===== src/rtl/vga_pkg.sv =====
// rtl/vga_pkg.sv - shared video-memory widths, fill state type and pixel address helper
package vga_pkg;
    localparam int COORD_W = 8;
    localparam int COLOR_W = 3;
    localparam int ADDR_W  = 2 * COORD_W;

    typedef enum logic {
        IDLE = 1'b0,
        FILL = 1'b1
    } fill_state_e;

    function automatic logic [ADDR_W-1:0] pixel_addr(input logic [COORD_W-1:0] row,
                                                     input logic [COORD_W-1:0] col);
        return {row, col};
    endfunction
endpackage


===== src/rtl/raster_scan_counter.sv =====
// rtl/raster_scan_counter.sv - loadable row/column raster counter that stops on its last position
module raster_scan_counter #(
    parameter int W = 8
) (
    input  logic         clk,
    input  logic         rst,
    input  logic         load_i,
    input  logic         hold_i,
    input  logic [W-1:0] rmin_i,
    input  logic [W-1:0] rmax_i,
    input  logic [W-1:0] cmin_i,
    input  logic [W-1:0] cmax_i,
    output logic [W-1:0] row_o,
    output logic [W-1:0] col_o,
    output logic         last_o
);
    logic [W-1:0] rmax_q, rmax_d;
    logic [W-1:0] cmin_q, cmin_d;
    logic [W-1:0] cmax_q, cmax_d;
    logic [W-1:0] row_q, row_d;
    logic [W-1:0] col_q, col_d;

    assign row_o  = row_q;
    assign col_o  = col_q;
    assign last_o = (row_q == rmax_q) && (col_q == cmax_q);

    always_comb begin
        rmax_d = rmax_q;
        cmin_d = cmin_q;
        cmax_d = cmax_q;
        row_d  = row_q;
        col_d  = col_q;
        if (load_i) begin
            rmax_d = rmax_i;
            cmin_d = cmin_i;
            cmax_d = cmax_i;
            row_d  = rmin_i;
            col_d  = cmin_i;
        end else if (!hold_i && !last_o) begin
            // Stepping past the last position is suppressed so coordinates never wrap at 255.
            if (col_q < cmax_q) begin
                col_d = col_q + 1'b1;
            end else begin
                col_d = cmin_q;
                row_d = row_q + 1'b1;
            end
        end
    end

    always_ff @(posedge clk or posedge rst) begin
        if (rst) begin
            rmax_q <= '0;
            cmin_q <= '0;
            cmax_q <= '0;
            row_q  <= '0;
            col_q  <= '0;
        end else begin
            rmax_q <= rmax_d;
            cmin_q <= cmin_d;
            cmax_q <= cmax_d;
            row_q  <= row_d;
            col_q  <= col_d;
        end
    end
endmodule


===== src/rtl/vga_write_arbiter.sv =====
// rtl/vga_write_arbiter.sv - video RAM write port owner arbitrating CPU pixel writes and rectangle fills
module vga_write_arbiter
    import vga_pkg::*;
(
    input  logic               Clock,
    input  logic               Reset,
    input  logic               iCpuWrite,
    input  logic [COORD_W-1:0] iCpuRow,
    input  logic [COORD_W-1:0] iCpuCol,
    input  logic [COLOR_W-1:0] iCpuColor,
    input  logic               iFillStart,
    input  logic               iFillAbort,
    input  logic [COORD_W-1:0] iFillRow0,
    input  logic [COORD_W-1:0] iFillRow1,
    input  logic [COORD_W-1:0] iFillCol0,
    input  logic [COORD_W-1:0] iFillCol1,
    input  logic [COLOR_W-1:0] iFillColor,
    output logic               oFillBusy,
    output logic               oFillDone,
    output logic               oWriteEnable,
    output logic [ADDR_W-1:0]  oWriteAddress,
    output logic [COLOR_W-1:0] oWriteData
);
    fill_state_e        state_q, state_d;
    logic [COLOR_W-1:0] color_q, color_d;
    logic               we_q, we_d;
    logic [ADDR_W-1:0]  addr_q, addr_d;
    logic [COLOR_W-1:0] data_q, data_d;
    logic               done_q, done_d;

    logic [COORD_W-1:0] rmin, rmax, cmin, cmax;
    logic [COORD_W-1:0] scan_row, scan_col;
    logic               scan_last;
    logic               fill_load, fill_step;

    assign rmin = (iFillRow0 < iFillRow1) ? iFillRow0 : iFillRow1;
    assign rmax = (iFillRow0 < iFillRow1) ? iFillRow1 : iFillRow0;
    assign cmin = (iFillCol0 < iFillCol1) ? iFillCol0 : iFillCol1;
    assign cmax = (iFillCol0 < iFillCol1) ? iFillCol1 : iFillCol0;

    assign fill_load = (state_q == IDLE) && iFillStart;
    assign fill_step = (state_q == FILL) && !iFillAbort && !iCpuWrite;

    raster_scan_counter #(.W(COORD_W)) u_scan (
        .clk    (Clock),
        .rst    (Reset),
        .load_i (fill_load),
        .hold_i (!fill_step),
        .rmin_i (rmin),
        .rmax_i (rmax),
        .cmin_i (cmin),
        .cmax_i (cmax),
        .row_o  (scan_row),
        .col_o  (scan_col),
        .last_o (scan_last)
    );

    always_comb begin
        state_d = state_q;
        color_d = color_q;
        we_d    = 1'b0;
        addr_d  = '0;
        data_d  = '0;
        done_d  = 1'b0;
        // The CPU write is taken in every state, including alongside a start or an abort.
        if (iCpuWrite) begin
            we_d   = 1'b1;
            addr_d = pixel_addr(iCpuRow, iCpuCol);
            data_d = iCpuColor;
        end
        case (state_q)
            IDLE: begin
                if (iFillStart) begin
                    state_d = FILL;
                    color_d = iFillColor;
                end
            end
            FILL: begin
                if (iFillAbort) begin
                    state_d = IDLE;
                end else if (!iCpuWrite) begin
                    we_d   = 1'b1;
                    addr_d = pixel_addr(scan_row, scan_col);
                    data_d = color_q;
                    if (scan_last) begin
                        state_d = IDLE;
                        done_d  = 1'b1;
                    end
                end
            end
            default: state_d = IDLE;
        endcase
    end

    always_ff @(posedge Clock or posedge Reset) begin
        if (Reset) begin
            state_q <= IDLE;
            color_q <= '0;
            we_q    <= 1'b0;
            addr_q  <= '0;
            data_q  <= '0;
            done_q  <= 1'b0;
        end else begin
            state_q <= state_d;
            color_q <= color_d;
            we_q    <= we_d;
            addr_q  <= addr_d;
            data_q  <= data_d;
            done_q  <= done_d;
        end
    end

    assign oFillBusy     = (state_q == FILL);
    assign oFillDone     = done_q;
    assign oWriteEnable  = we_q;
    assign oWriteAddress = addr_q;
    assign oWriteData    = data_q;
endmodule


===== config.mk =====
export PLATFORM = sky130hd
export DESIGN_NAME = vga_write_arbiter
export DESIGN_NICKNAME = d
export VERILOG_FILES = /design/src/rtl/vga_pkg.sv /design/src/rtl/raster_scan_counter.sv /design/src/rtl/vga_write_arbiter.sv
export SDC_FILE = /design/constraint.sdc
export NUM_CORES = 1
export LEC_CHECK = 0
export ABC_AREA = 1
export BUFFER_PORTS_ARGS = -buffer_cell sky130_fd_sc_hd__buf_2
export CAP_MARGIN = 20
export CORE_MARGIN = 1
export CORE_UTILIZATION = 50
export CTS_CLUSTER_DIAMETER = 80
export DETAILED_ROUTE_END_ITERATION = 8
export GPL_ROUTABILITY_DRIVEN = 1
export GPL_TIMING_DRIVEN = 1
export PLACE_DENSITY_LB_ADDON = 0.15
export SKIP_LAST_GASP = 1
export SLEW_MARGIN = 5
export SYNTH_ARGS = -nofsm -noshare
export SYNTH_HDL_FRONTEND = slang
export SYNTH_HIERARCHICAL = 1
export SYNTH_SLANG_ARGS = --single-unit

===== constraint.sdc =====
create_clock -name Clock -period 1.62 [get_ports Clock]
set_input_delay 0.162 -clock Clock [delete_from_list [all_inputs] [get_ports Clock]]
set_output_delay 0.162 -clock Clock [all_outputs]
set_load 0.05 [all_outputs]

Word level (Yosys, flattened, before mapping):

Index checks and enable logic that the tools add are counted.

* add/subtract/negate cells: 2
* order comparisons: 3
* eq/ne operators: 3
* mux-type cells: 31
* bitwise gates (word level): 1
* reductions and logical operators: 11

Operators with widths (count)
* $mux 8: 10
* $mux 16: 4
* $lt 8x8->1: 3
* $add 8x1->8 const B: 2
* $eq 8x8->1: 2
* $mux 1: 12
* $mux 3: 4
* $logic_and 1x1->1: 5
* $reduce_and 2->1: 2
* $logic_not 1->1: 3
* $ne 2x2->1 const B: 1
* $pmux 1 s2: 1
* $reduce_bool 2->1: 1
* $not 1->1: 1

* register bits: 65
* bits of input ports: 59
* output and inout bits: 22
* logic and storage cells: 62

Depth between registers and ports, before layout:

Gate-level depths: netlist (run 1).

* depth in word-level cells: 6
* gate-level depth with buffers: 17
* depth with buffers taken out: 16

Cells and area by module:

The synthesis (run 1) kept the hierarchy.

By module, submodules not included
* raster_scan_counter: instances 1, cells an instance 327, area each 2402.3 um2, sequential area each 1001.0 um2
* vga_write_arbiter: instances 1, cells an instance 274, area each 1840.5 um2, sequential area each 625.6 um2

Least setup slack after synthesis (run 1):

OpenSTA, ideal clock, no wires.

* kind: register to register
* start: register state_q, in the netlist oFillBusy
* end: register u_scan.cmax_q[1]
* library setup time: 135 ps
* data arrival time: 1641 ps
* data required time: 1485 ps
* setup slack: -156 ps
* stages on the path, launching flop included: 5
* buffers on the path: 2
* period minus slack after synthesis: 1776 ps
* cell sequence: dfrtp_1 nor2_1 buf_2 clkbuf_1 o21ai_0

* cells in the longest elaborated chain, start to end: 2

Ends and longest elaborated chain
* from (decl): line vga_write_arbiter.sv:24 `fill_state_e state_q, state_d;`
* from (signal assigned): line vga_write_arbiter.sv:104 `state_q <= state_d;`
* $not 1->1 (no source line)
* $logic_and 1x1->1: line vga_write_arbiter.sv:41 `assign fill_load = (state_q == IDLE) && iFillStart;`
* net fill_load: line vga_write_arbiter.sv:34 `logic fill_load, fill_step;`
* to (signal assigned): line raster_scan_counter.sv:60 `cmax_q <= cmax_d;`
* to (decl): line raster_scan_counter.sv:19 `logic [W-1:0] cmax_q, cmax_d;`

The timed path passes the listed nets, and every way through them passes these cells.
A chain may end at the register's enable or synchronous reset.

Worst setup path in the final report (run 1):

* start: register u_scan.col_q[3], in the netlist u_scan/col_o[3]
* end: register u_scan.col_q[1], in the netlist u_scan/col_o[1]

* cells in the longest elaborated chain, start to end: 5
* elaborated cells on any way between the ends: 9
* classes of those cells: 1 x order compare; 1 x eq/ne; 3 x mux; 4 x reduce/logical

Ends and longest elaborated chain
* from (decl): line raster_scan_counter.sv:21 `logic [W-1:0] col_q, col_d;`
* from (signal assigned): line raster_scan_counter.sv:62 `col_q <= col_d;`
* branches (longest 5 deep; another with $lt 8x8->1)

Parallel ways; which one is timed is not known. The select of a mux whose other input is x is not followed.

==> metrics.md, run 1 <==
| Metric | Value |
|---|---|
| Fill cells | 660 |
| Routed len/inst | 12.47 um |
| Post-synth top area cell | dfrtp_1 |
| Register share of total power | 31.1% |
| Max incr delay on CP | 0.42 ns |
| Final ANT Viol Nets | 0 |
| Kind of critical path | flip-flop to flip-flop |
| Fin crit period | 1.797 ns |
| Pre-antenna DRT Iters | 5 |
| Initial antenna violation count | 0 |
| Synth Net Count | 684 |
| Netlist cell types | 27 |
| Clk pwr share | 20.1% |
| TritonCTS Sinks | 65 |
| Sw frac | 40.85% |
| CP max stage cell | dfrtp_1 |
| Multi-input gate area | 2449 um2 |
| Fin Clk Skew | 0.005448 ns |
| FMAX | 556.6 MHz |
| Area grow syn2layout | 33.80% |
| Average size of a mapped cell | 7.060 um2 |
| Yosys reg bits | 65 |
| Final setup vio count | 17 |
| Die height | 94.12 um |
| Final worst slack | -0.1768 ns |
| Failing checks | negative setup slack |
| CTS tree | built |
| Worst skew pair latency | 0.35 ns |
| Final period util | 110.9% |
| Layout cells sized above 1 | 29.42% |
| H-tree depth | 3 |
| Critical path endpoint category | flip-flop |
| Comb power frac | 48.8% |
| DRC viols | 0 |
| Syn Std Cell Area | 4243 um2 |
| Initial core utilization | 51.64% |
| Async S/R FF share, synth | 100.0% |
| Vias/cell | 4.910 |
| PortBufs | 80 |
| Clock-pin slew of the registers on the worst-case setup and hold paths | 0.07 ns |
| Required @ worst endpoint | 1.86 ns |
| Die width | 94.12 um |
| PwrDens | 1310 nW/um2 |
| Area share of the leading cell type in the synthesized netlist | 38.34% |
| Initial DRC count | 230 |
| Worst path top cell family by delay | simple AND/OR/NAND/NOR gates |
| Setup TNS | -1.849 ns |
| First-pass GRT wire length | 16.71 mm |
| Worst Path Max Fanout | 5 |
| WL final | 10.55 mm |
| CTS Root Cell | clkbuf_8 |
| Total grt overflow | 0 |
| Leakage power | 3.173 nW |
| EDFF count, synth | 0 |
| Net switching power | 0.003038 W |
| NumNets Final | 820 |
| Die area | 8858 um2 |
| Placed cells | 822 |
| Worst-Margin Slew | 0.5075 ns |
| Synthesis Warnings | 6 |
| Top-Level Pins | 81 |
| Ys flop type | dfrtp_1 |
| Pin count of the biggest net entering global routing | 45 |
| Crit-path cells | ha_4 -> buf_4 -> a21oi_2 -> nand2_1 -> nand2_2 -> buf_6 -> nand3b_1 -> nand3_1 -> nand2_1 -> nand2_1 -> nand2_1 |
| RSZ-0062 raised after global routing | yes |
| Slew Limit Headroom | 66.17% |
| Crit path DAT | 2.03 ns |
| Post-route insts no fill | 846 |
| Clk buf depth | 2 |
| Post-synthesis sequential area ratio | 38.34% |
| TritonCTS buffer count | 9 |
| Core Box Area | 8217 um2 |
| Startpoint Class | flip-flop |
| DP Wirelength | 7.512 mm |
| Num rows | 33 |
| GRT Resource Usage Total | 24.38% |
| Main area contributors after synthesis | dfrtp_1, nand2_1, nand3_1 |
| Worst path most repeated cell | nand2_1 |
| Final Hold Viols | 0 |
| Max cap viols | 0 |
| N_diodes | 0 |
| Max-slew violation count | 0 |
| Global placer's final weighted congestion | 0.8453 |
| Vias in the first global route | 3712 |
| Power Internal | 0.004398 W |
| IR drop worst, VDD | 0.4632 mV |
| Post-Place Setup Slack | -0.2205 ns |
| Seq. cell area | 1627 um2 |
| Outcome | complete, but fails checks |
| Bufs and invs on worst path | 2 |
| Syn Inst Count | 601 |
| Via count | 4154 |
| Worst Hold Class | input port to flip-flop |
[layer usage]
metal / vias to the layer above / routed length (um) / global-route usage, % / share of wire [%]
met4: 0 / 181 / 8.846 / 1.7
met2: 143 / 4761 / 38.87 / 45
met3: 18 / 601 / 4.369 / 5.7
li1: 2155 / - / - / -
met5: - / 0 / 0 / 0
met1: 1838 / 5007 / 33.03 / 47
[Yosys cell counts, types with 3 or more instances]
library cell  instances
buf_2                 6
inv_1                79
ha_1                 24
a21oi_1               6
xor2_1                4
clkbuf_1              8
nor2_1               17
nand3_1              69
dfrtp_1              65
nand3b_1              3
nand2_4               6
o21ai_0              40
buf_6                 5
nand2_1             239
xnor2_1               6
inv_2                 4
nand4_1               5
[cell type report]
| type | instances | area share, % |
|---|---|---|
| Sequential cell | 65 | 28.65 |
| Multi-Input combinational cell | 435 | 43.13 |
| Tap cell | 105 | 2.314 |
| Inverter | 83 | 5.753 |
| Clock buffer | 12 | 2.557 |
| Timing Repair Buffer | 143 | 16.44 |
| Clock inverter | 3 | 1.146 |
[cell families after synthesis]
family / share of synthesized area, %
AND/OR/NAND/NOR: 36.10
buffers and inverters: 10.17
flip-flops: 38.34
AO/OA/AOI/OAI: 6.252
adder cells (fa/ha/maj): 7.078
XOR/XNOR: 2.064
[tightest hold or removal path, cell delays in order]
cell	delay [ns]
buf_2	0.07
nand2_1	0.04
o21ai_0	0.06
[final timing paths]
path / from / end / slack, ns / cells after the start
worst max-delay path: u_scan/col_o[3]$_DFFE_PP0P_ / u_scan/col_o[1]$_DFFE_PP0P_ / -0.18 / 11
min in group asynchronous: Reset / oWriteAddress[10]$_DFF_PP0_ / 0.40 / 4
worst min-delay path: iCpuColor[0] / oWriteData[0]$_DFF_PP0_ / 0.02 / 3
max in group asynchronous: Reset / u_scan/col_o[4]$_DFFE_PP0P_ / 0.78 / 4
worst min register to register: u_scan/cmin_q[3]$_DFFE_PP0P_ / u_scan/cmin_q[3]$_DFFE_PP0P_ / 0.47 / 2
worst max register to register: u_scan/col_o[3]$_DFFE_PP0P_ / u_scan/col_o[1]$_DFFE_PP0P_ / -0.18 / 11
[stage by stage]
stage          power (W)  utilization (%)  area (um2)  hold slack, ns
2_1_floorplan   0.004383                -        4312          0.1893
3_3_place_gp    0.005279            63.21        5194          0.2311
3_5_place_dp    0.005410            63.21        5194          0.2330
4_1_cts         0.007084            67.60        5554         0.01283
5_1_grt         0.007989            69.09        5677         0.02578
6_report        0.007437            69.09        5677         0.02186
[sequential cells by signal, indices dropped and copies added, names as in the netlist]
signal / cells
u_scan/rmax_q: 8
u_scan/cmax_q: 8
oFillBusy: 1
oWriteData: 3
u_scan/cmin_q: 8
oWriteEnable: 1
u_scan/row_o: 8
color_q: 3
oFillDone: 1
u_scan/col_o: 8
oWriteAddress: 16
[power by group through the flow]
stage | sequential, W | combinational [W] | clock (W)
2_1_floorplan | 0.00251 | 0.00187 | 0
3_3_place_gp | 0.00228 | 0.00300 | 0
3_5_place_dp | 0.00230 | 0.00311 | 0
4_1_cts | 0.00229 | 0.00327 | 0.00152
5_1_grt | 0.00236 | 0.00404 | 0.00159
6_report | 0.00231 | 0.00363 | 0.00150
[layout by cell type (no fill, tap or decap), types with 3 or more instances in the layout]
cell type	n
nand2_1	225
buf_2	80
inv_1	76
dfrtp_1	65
nand3_1	62
buf_4	56
o21ai_0	38
nand2_2	16
ha_1	15
nor2_1	12
clkbuf_8	10
ha_4	9
nand3_2	8
xnor2_1	6
inv_2	5
nor2_2	5
nand4_1	5
a21oi_2	4
nand2_4	4
buf_12	4
xor2_1	4
a21oi_1	3
nor2_4	3
nand2_8	3
nand3b_1	3
[what timing repair did]
item                                    4_1_cts  5_1_grt
endpoints found under the hold margin        65        0
gates cloned                                  1        1
endpoints found under the setup margin       17       18
setup buffers                                 5        1
gates resized for setup                      18       23
pin swaps                                    19       22
hold buffers                                  1        0
No activity file was read; power rests on OpenSTA's default activity.
==> inputs of run 2 (changes only) <==
--- a/config.mk
+++ b/config.mk
@@ -14,7 +14,7 @@
 export DETAILED_ROUTE_END_ITERATION = 8
 export GPL_ROUTABILITY_DRIVEN = 1
 export GPL_TIMING_DRIVEN = 1
-export PLACE_DENSITY_LB_ADDON = 0.15
+export PLACE_DENSITY = 0.88
 export SKIP_LAST_GASP = 1
 export SLEW_MARGIN = 5
 export SYNTH_ARGS = -nofsm -noshare
==> run 2 against run 1 <==
Net effect:
- combinational power about the same
- first-iteration DRC count is 40% higher
- cell area shrank 2.1%
- core utilization is 1.5 points lower
- via count up 6.3%
- highest routed layer unchanged
- sequential power about the same
- power decreased by 2.7%
- the flow still finishes with violations (negative setup slack)
- critical endpoint is now u_scan/col_o[2]$_DFFE_PP0P_
- flip-flop and latch count unchanged
==> metrics.md, run 2 (synthesis gave the netlist of run 1 again) <==
| Metric | Value |
|---|---|
| Core Box Area | 8217 um2 |
| FMAX | 547.2 MHz |
| Via count | 4417 |
| Global placer's final weighted congestion | 0.8564 |
| RSZ-0062 raised after global routing | yes |
| Final period util | 112.8% |
| Initial antenna violation count | 0 |
| Setup TNS | -2.866 ns |
| TritonCTS Sinks | 65 |
| Pre-antenna DRT Iters | 5 |
| Post-Place Setup Slack | -0.2317 ns |
| Pin count of the biggest net entering global routing | 56 |
| Max-slew violation count | 0 |
| Max cap viols | 0 |
| Routed len/inst | 13.10 um |
| GRT Resource Usage Total | 26.44% |
| Final core occ | 67.63% |
| H-tree depth | 3 |
| Clock-pin slew of the registers on the worst-case setup and hold paths | 0.07 ns |
| Num rows | 33 |
| Die width | 94.12 um |
| DRC viols | 0 |
| Kind of critical path | flip-flop to flip-flop |
| Max reg flops | 16 |
| Vias in the first global route | 4051 |
| Startpoint Class | flip-flop |
| Layout cells sized above 1 | 28.94% |
| Final setup vio count | 18 |
| Final worst slack | -0.2076 ns |
| Worst path top cell family by delay | simple AND/OR/NAND/NOR gates |
| Reg2reg setup slack | -0.21 ns |
| Required @ worst endpoint | 1.84 ns |
| Fill cells | 658 |
| Leakage power | 3.115 nW |
| Worst Hold Class | input port to flip-flop |
| Clk buf depth | 2 |
| PwrDens | 1303 nW/um2 |
| Worst skew pair latency | 0.34 ns |
| CTS Root Cell | clkbuf_8 |
| Die height | 94.12 um |
| CTS tree | built |
| PortBufs | 80 |
| Bufs and invs on worst path | 2 |
| Most common cell after layout, fill and taps aside | nand2_1 |
| N_diodes | 0 |
| DP Wirelength | 7.724 mm |
| Fin Clk Skew | 0.009588 ns |
| IR drop worst, VDD | 0.5288 mV |
| Area grow syn2layout | 30.96% |
| Fin crit period | 1.828 ns |
| Max incr delay on CP | 0.38 ns |
| Worst Path Max Fanout | 5 |
| Top-Level Pins | 81 |
| Worst-Margin Slew | 0.5385 ns |
| First-pass GRT wire length | 18.34 mm |
| Most frequent cells in the layout | nand2_1, buf_2, inv_1, nand3_1, dfrtp_1 |
| WL final | 11.02 mm |
| Initial DRC count | 323 |
| Vias/cell | 5.252 |
| Crit-path cells | ha_1 -> nand4_1 -> inv_2 -> nand2_4 -> buf_6 -> nand4_1 -> nand3_1 -> nand2_2 -> nand2_2 |
| Critical path endpoint category | flip-flop |
| Die area | 8858 um2 |
| Total grt overflow | 0 |
| Final Hold Viols | 0 |
| Slew Limit Headroom | 64.05% |
| Failing checks | negative setup slack |
| Crit path DAT | 2.05 ns |
| TritonCTS buffer count | 9 |
| Initial core utilization | 51.64% |
| Final ANT Viol Nets | 0 |
| CP max stage cell | dfrtp_1 |
| Outcome | complete, but fails checks |
| NumNets Final | 816 |
[run 2: cell count changes in the layout (fill, tap and decap cells not counted), moves of 3 or more]
| cell | previous run | this run |
|---|---|---|
| buf_4 | 56 | 53 |
| nand2_1 | 225 | 222 |
| nand2_2 | 16 | 19 |
| nand3_1 | 62 | 66 |
| nand3_2 | 8 | 4 |
[run 2: where the power goes]
group          internal, W  leakage (nW)  total [W]  switching (W)
sequential         0.00201         0.821    0.00232       0.000306
combinational      0.00140          2.20    0.00360        0.00220
clock             0.000733        0.0913    0.00132       0.000586
total              0.00415          3.11    0.00724        0.00309
[run 2: what timing repair did]
| action | CTS | global route |
|---|---|---|
| endpoints found under the setup margin | 17 | 18 |
| pin swaps | 18 | 6 |
| buffers inserted | 5 | 0 |
| endpoints found under the hold margin | 65 | 0 |
| gates resized for setup | 23 | 15 |
| gates cloned | 2 | 0 |
| hold buffers | 1 | 0 |
[run 2: worst paths after layout]
path,from,end,depth (start not counted)
worst max-delay path,u_scan/col_o[6]$_DFFE_PP0P_,u_scan/col_o[2]$_DFFE_PP0P_,9
worst min-delay path,iCpuRow[4],oWriteAddress[12]$_DFF_PP0_,3
worst max register to register,u_scan/col_o[6]$_DFFE_PP0P_,u_scan/col_o[2]$_DFFE_PP0P_,9
worst min register to register,u_scan/cmin_q[2]$_DFFE_PP0P_,u_scan/cmin_q[2]$_DFFE_PP0P_,2
max in group asynchronous,Reset,u_scan/col_o[5]$_DFFE_PP0P_,4
min in group asynchronous,Reset,oWriteAddress[11]$_DFF_PP0_,4
[run 2: cell type report]
type                    instances  area (um2)  area share, %
clock inverters                 3       42.54         0.7656
well taps                     105       131.4          2.364
clock buffers                  11       141.4          2.544
inverters                      83       326.6          5.877
multi-input cells             435        2406          43.30
flip-flops and latches         65        1627          29.27
repair buffers                139       882.1          15.87
[run 2: through the flow]
| step | hold slack [ns] | cell area (um2) | cells | total power [W] |
|---|---|---|---|---|
| floorplan | 0.1893 | 4312 | 601 | 0.004383 |
| global placement | 0.2272 | 5146 | 819 | 0.005202 |
| detailed placement | 0.2324 | 5146 | 819 | 0.005392 |
| CTS | 0.02722 | 5500 | 841 | 0.007008 |
| global route | 0.03246 | 5557 | 841 | 0.007732 |
| finish | 0.03150 | 5557 | 841 | 0.007239 |
[run 2: layer usage]
metal | vias to the layer above | global-route usage (%) | share of wire [%]
li1 | 2146 | - | -
met1 | 2031 | 33.98 | 43
met2 | 213 | 44.77 | 48
met3 | 27 | 4.045 | 7.1
met4 | 0 | 9.744 | 2.4
met5 | - | 0 | 0
[run 2: worst register-to-register path: stages (launching register included)]
cell and delay [ns]:
dfrtp_1 0.38, ha_1 0.32, nand4_1 0.24, inv_2 0.14, nand2_4 0.09, buf_6 0.13, nand4_1 0.10, nand3_1 0.12
nand2_2 0.11, nand2_2 0.07
==> inputs of run 3 (changes only) <==
--- a/config.mk
+++ b/config.mk
@@ -8,13 +8,12 @@
 export ABC_AREA = 1
 export BUFFER_PORTS_ARGS = -buffer_cell sky130_fd_sc_hd__buf_2
 export CAP_MARGIN = 20
-export CORE_MARGIN = 1
 export CORE_UTILIZATION = 50
 export CTS_CLUSTER_DIAMETER = 80
 export DETAILED_ROUTE_END_ITERATION = 8
 export GPL_ROUTABILITY_DRIVEN = 1
 export GPL_TIMING_DRIVEN = 1
-export PLACE_DENSITY = 0.88
+export PLACE_DENSITY = 0.85
 export SKIP_LAST_GASP = 1
 export SLEW_MARGIN = 5
 export SYNTH_ARGS = -nofsm -noshare
==> constraint.sdc (replaced) <==
create_clock -name Clock -period 2.29 [get_ports Clock]
set_input_delay 0.229 -clock Clock [delete_from_list [all_inputs] [get_ports Clock]]
set_output_delay 0.229 -clock Clock [all_outputs]
set_load 0.05 [all_outputs]
==> run 3 against run 2 <==
Net effect:
- power down 39%
- via count fell by 11%
- clock power is 34% lower
- critical path depth unchanged
- die area unchanged
- clock skew about the same
- the run now ends clean
- highest routed layer unchanged
- cell count fell by 6.2%
==> metrics.md, run 3 (synthesis gave the netlist of run 1 again) <==
| Metric | Value |
|---|---|
| Outcome | complete, no violations |
| Crit path DAT | 2.17 ns |
| Clock-pin slew of the registers on the worst-case setup and hold paths | 0.07 ns |
| TritonCTS buffer count | 9 |
| Net switching power | 0.001851 W |
| Pin count of the biggest net entering global routing | 45 |
| Die area | 8858 um2 |
| DRC viols | 0 |
| GRT Resource Usage Total | 22.48% |
| DP Area | 4715 um2 |
| Hold WS | 0.006481 ns |
| Kind of critical path | flip-flop to flip-flop |
| Final period util | 84.85% |
| Final worst slack | 0.3470 ns |
| Setup Buffers After CTS | 0 |
| Reg2reg setup slack | 0.35 ns |
| Sw frac | 42.20% |
| Total grt overflow | 0 |
| Initial antenna violation count | 0 |
| Routed len/inst | 11.75 um |
| Length of routed met2 wiring | 4.086 mm |
| PortBufs | 80 |
| Post-CTS sizing | 0 |
| Startpoint Class | flip-flop |
| DP Wirelength | 7.086 mm |
| Comb power frac | 41.1% |
| Layout cells sized above 1 | 18.13% |
| Setup TNS | 0 ns |
| Slew Limit Headroom | 42.69% |
| Max reg flops | 16 |
| Worst skew pair latency | 0.34 ns |
| Pre-antenna DRT Iters | 5 |
| CTS Root Cell | clkbuf_8 |
| Top-Level Pins | 81 |
| Critical path endpoint category | flip-flop |
| Power Internal | 0.002535 W |
| Worst-Margin Slew | 0.8587 ns |
| Most frequent cells in the layout | nand2_1, buf_2, inv_1, nand3_1, dfrtp_1 |
| Post-route cell area | 4896 um2 |
| First-pass GRT wire length | 15.62 mm |
| Core Box Area | 8217 um2 |
| Initial DRC count | 259 |
| Routed wl met3 | 538 um |
| Global placer's final weighted congestion | 0.8776 |
| Area grow syn2layout | 15.39% |
| WL final | 9.271 mm |
| Worst Path Max Fanout | 9 |
| IR drop worst, VDD | 0.3121 mV |
| Leakage power | 2.827 nW |
| Most common cell after layout, fill and taps aside | nand2_1 |
| Num rows | 33 |
| Register share of total power | 39.2% |
| Via count | 3935 |
| Final setup vio count | 0 |
| Clk buf depth | 2 |
| Clk pwr share | 19.7% |
| PwrDens | 895.7 nW/um2 |
| Fin crit period | 1.943 ns |
| FMAX | 514.7 MHz |
| FF-to-FF Start | u_scan/col_o[7]$_DFFE_PP0P_ |
| Final ANT Viol Nets | 0 |
| H-tree depth | 3 |
| TritonCTS Sinks | 65 |
| Hold buffers post-CTS | 0 |
| Die width | 94.12 um |
| Vias/cell | 4.987 |
| Post-Place Setup Slack | 0.3165 ns |
| N_diodes | 0 |
| Vias in the first global route | 3584 |
| Fin Clk Skew | 0.009612 ns |
| Wl on met1 | 4.488 mm |
| CTS tree | built |
| Tot Pwr | 0.004386 W |
| Worst reg2reg path depth | 9 |
| Die height | 94.12 um |
| RSZ-0062 raised after global routing | no |
| R2r endpoint | u_scan/row_o[4]$_DFFE_PP0P_ |
| Max-slew violation count | 0 |
| Max cap viols | 0 |
| Top layer in use | met4 |
| Final Hold Viols | 0 |
| Required @ worst endpoint | 2.51 ns |
| Initial core utilization | 51.64% |
| Worst Hold Class | input port to asynchronous set/reset pin |
| NumNets Final | 762 |
[run 3: cell types whose count changed in the layout (fill, tap and decap cells not counted), moves of 4 or more]
cell     previous run  this run
buf_4              53         7
nand2_1           222       239
nand2_2            19         2
ha_1               17        24
ha_4                7         0
inv_1              74        79
nand3_2             4         0
nor2_1             12        16
nor2_2              6         2
[run 3: per-layer routing]
| layer | vias up | GRT usage, % |
|---|---|---|
| li1 | 2038 | - |
| met1 | 1754 | 29.88 |
| met2 | 131 | 36.50 |
| met3 | 12 | 3.398 |
| met4 | 0 | 9.359 |
| met5 | - | 0 |
[run 3: how the worst max path moves through the flow]
stage,start,end,slack [ns]
6_report,u_scan/col_o[7]$_DFFE_PP0P_,u_scan/row_o[4]$_DFFE_PP0P_,0.35
5_1_grt,u_scan/col_o[7]$_DFFE_PP0P_,u_scan/row_o[4]$_DFFE_PP0P_,0.23
4_1_cts,u_scan/col_o[7]$_DFFE_PP0P_,u_scan/row_o[4]$_DFFE_PP0P_,0.35
3_5_place_dp,iFillCol1[3],u_scan/col_o[5]$_DFFE_PP0P_,0.32
3_3_place_gp,iFillCol1[3],u_scan/col_o[5]$_DFFE_PP0P_,0.40
2_1_floorplan,iFillCol1[5],u_scan/col_o[5]$_DFFE_PP0P_,0.48
[run 3: layout make-up]
cell class	count	area, um2
fill	792	3321
multi-input combinational	433	2192
sequential	65	1627
timing repair buffer	87	452.9
inverter	83	311.5
clock buffer	11	151.4
tap	105	131.4
clock inverter	5	30.03
[run 3: power by group through the flow]
stage          combinational (W)  clock [W]  sequential [W]
2_1_floorplan            0.00131          0         0.00177
3_3_place_gp             0.00172          0         0.00172
3_5_place_dp             0.00178          0         0.00173
4_1_cts                  0.00179   0.000887         0.00171
5_1_grt                  0.00204   0.000937         0.00176
6_report                 0.00180   0.000866         0.00172
[run 3: worst max-delay path, stage by stage (launching register included)]
cell     delay, ns
dfrtp_1       0.44
ha_1          0.35
nand4_1       0.19
inv_1         0.06
nand2_1       0.20
nand2_4       0.14
nand3_4       0.18
nand2_4       0.11
nand2_1       0.10
nand2_1       0.06
[run 3: through the flow]
stage | utilization (%) | cells
detailed placement | 57.38 | 773
global route | 59.59 | 789
finish | 59.59 | 789
floorplan | - | 601
CTS | 59.59 | 789
global placement | 57.38 | 773
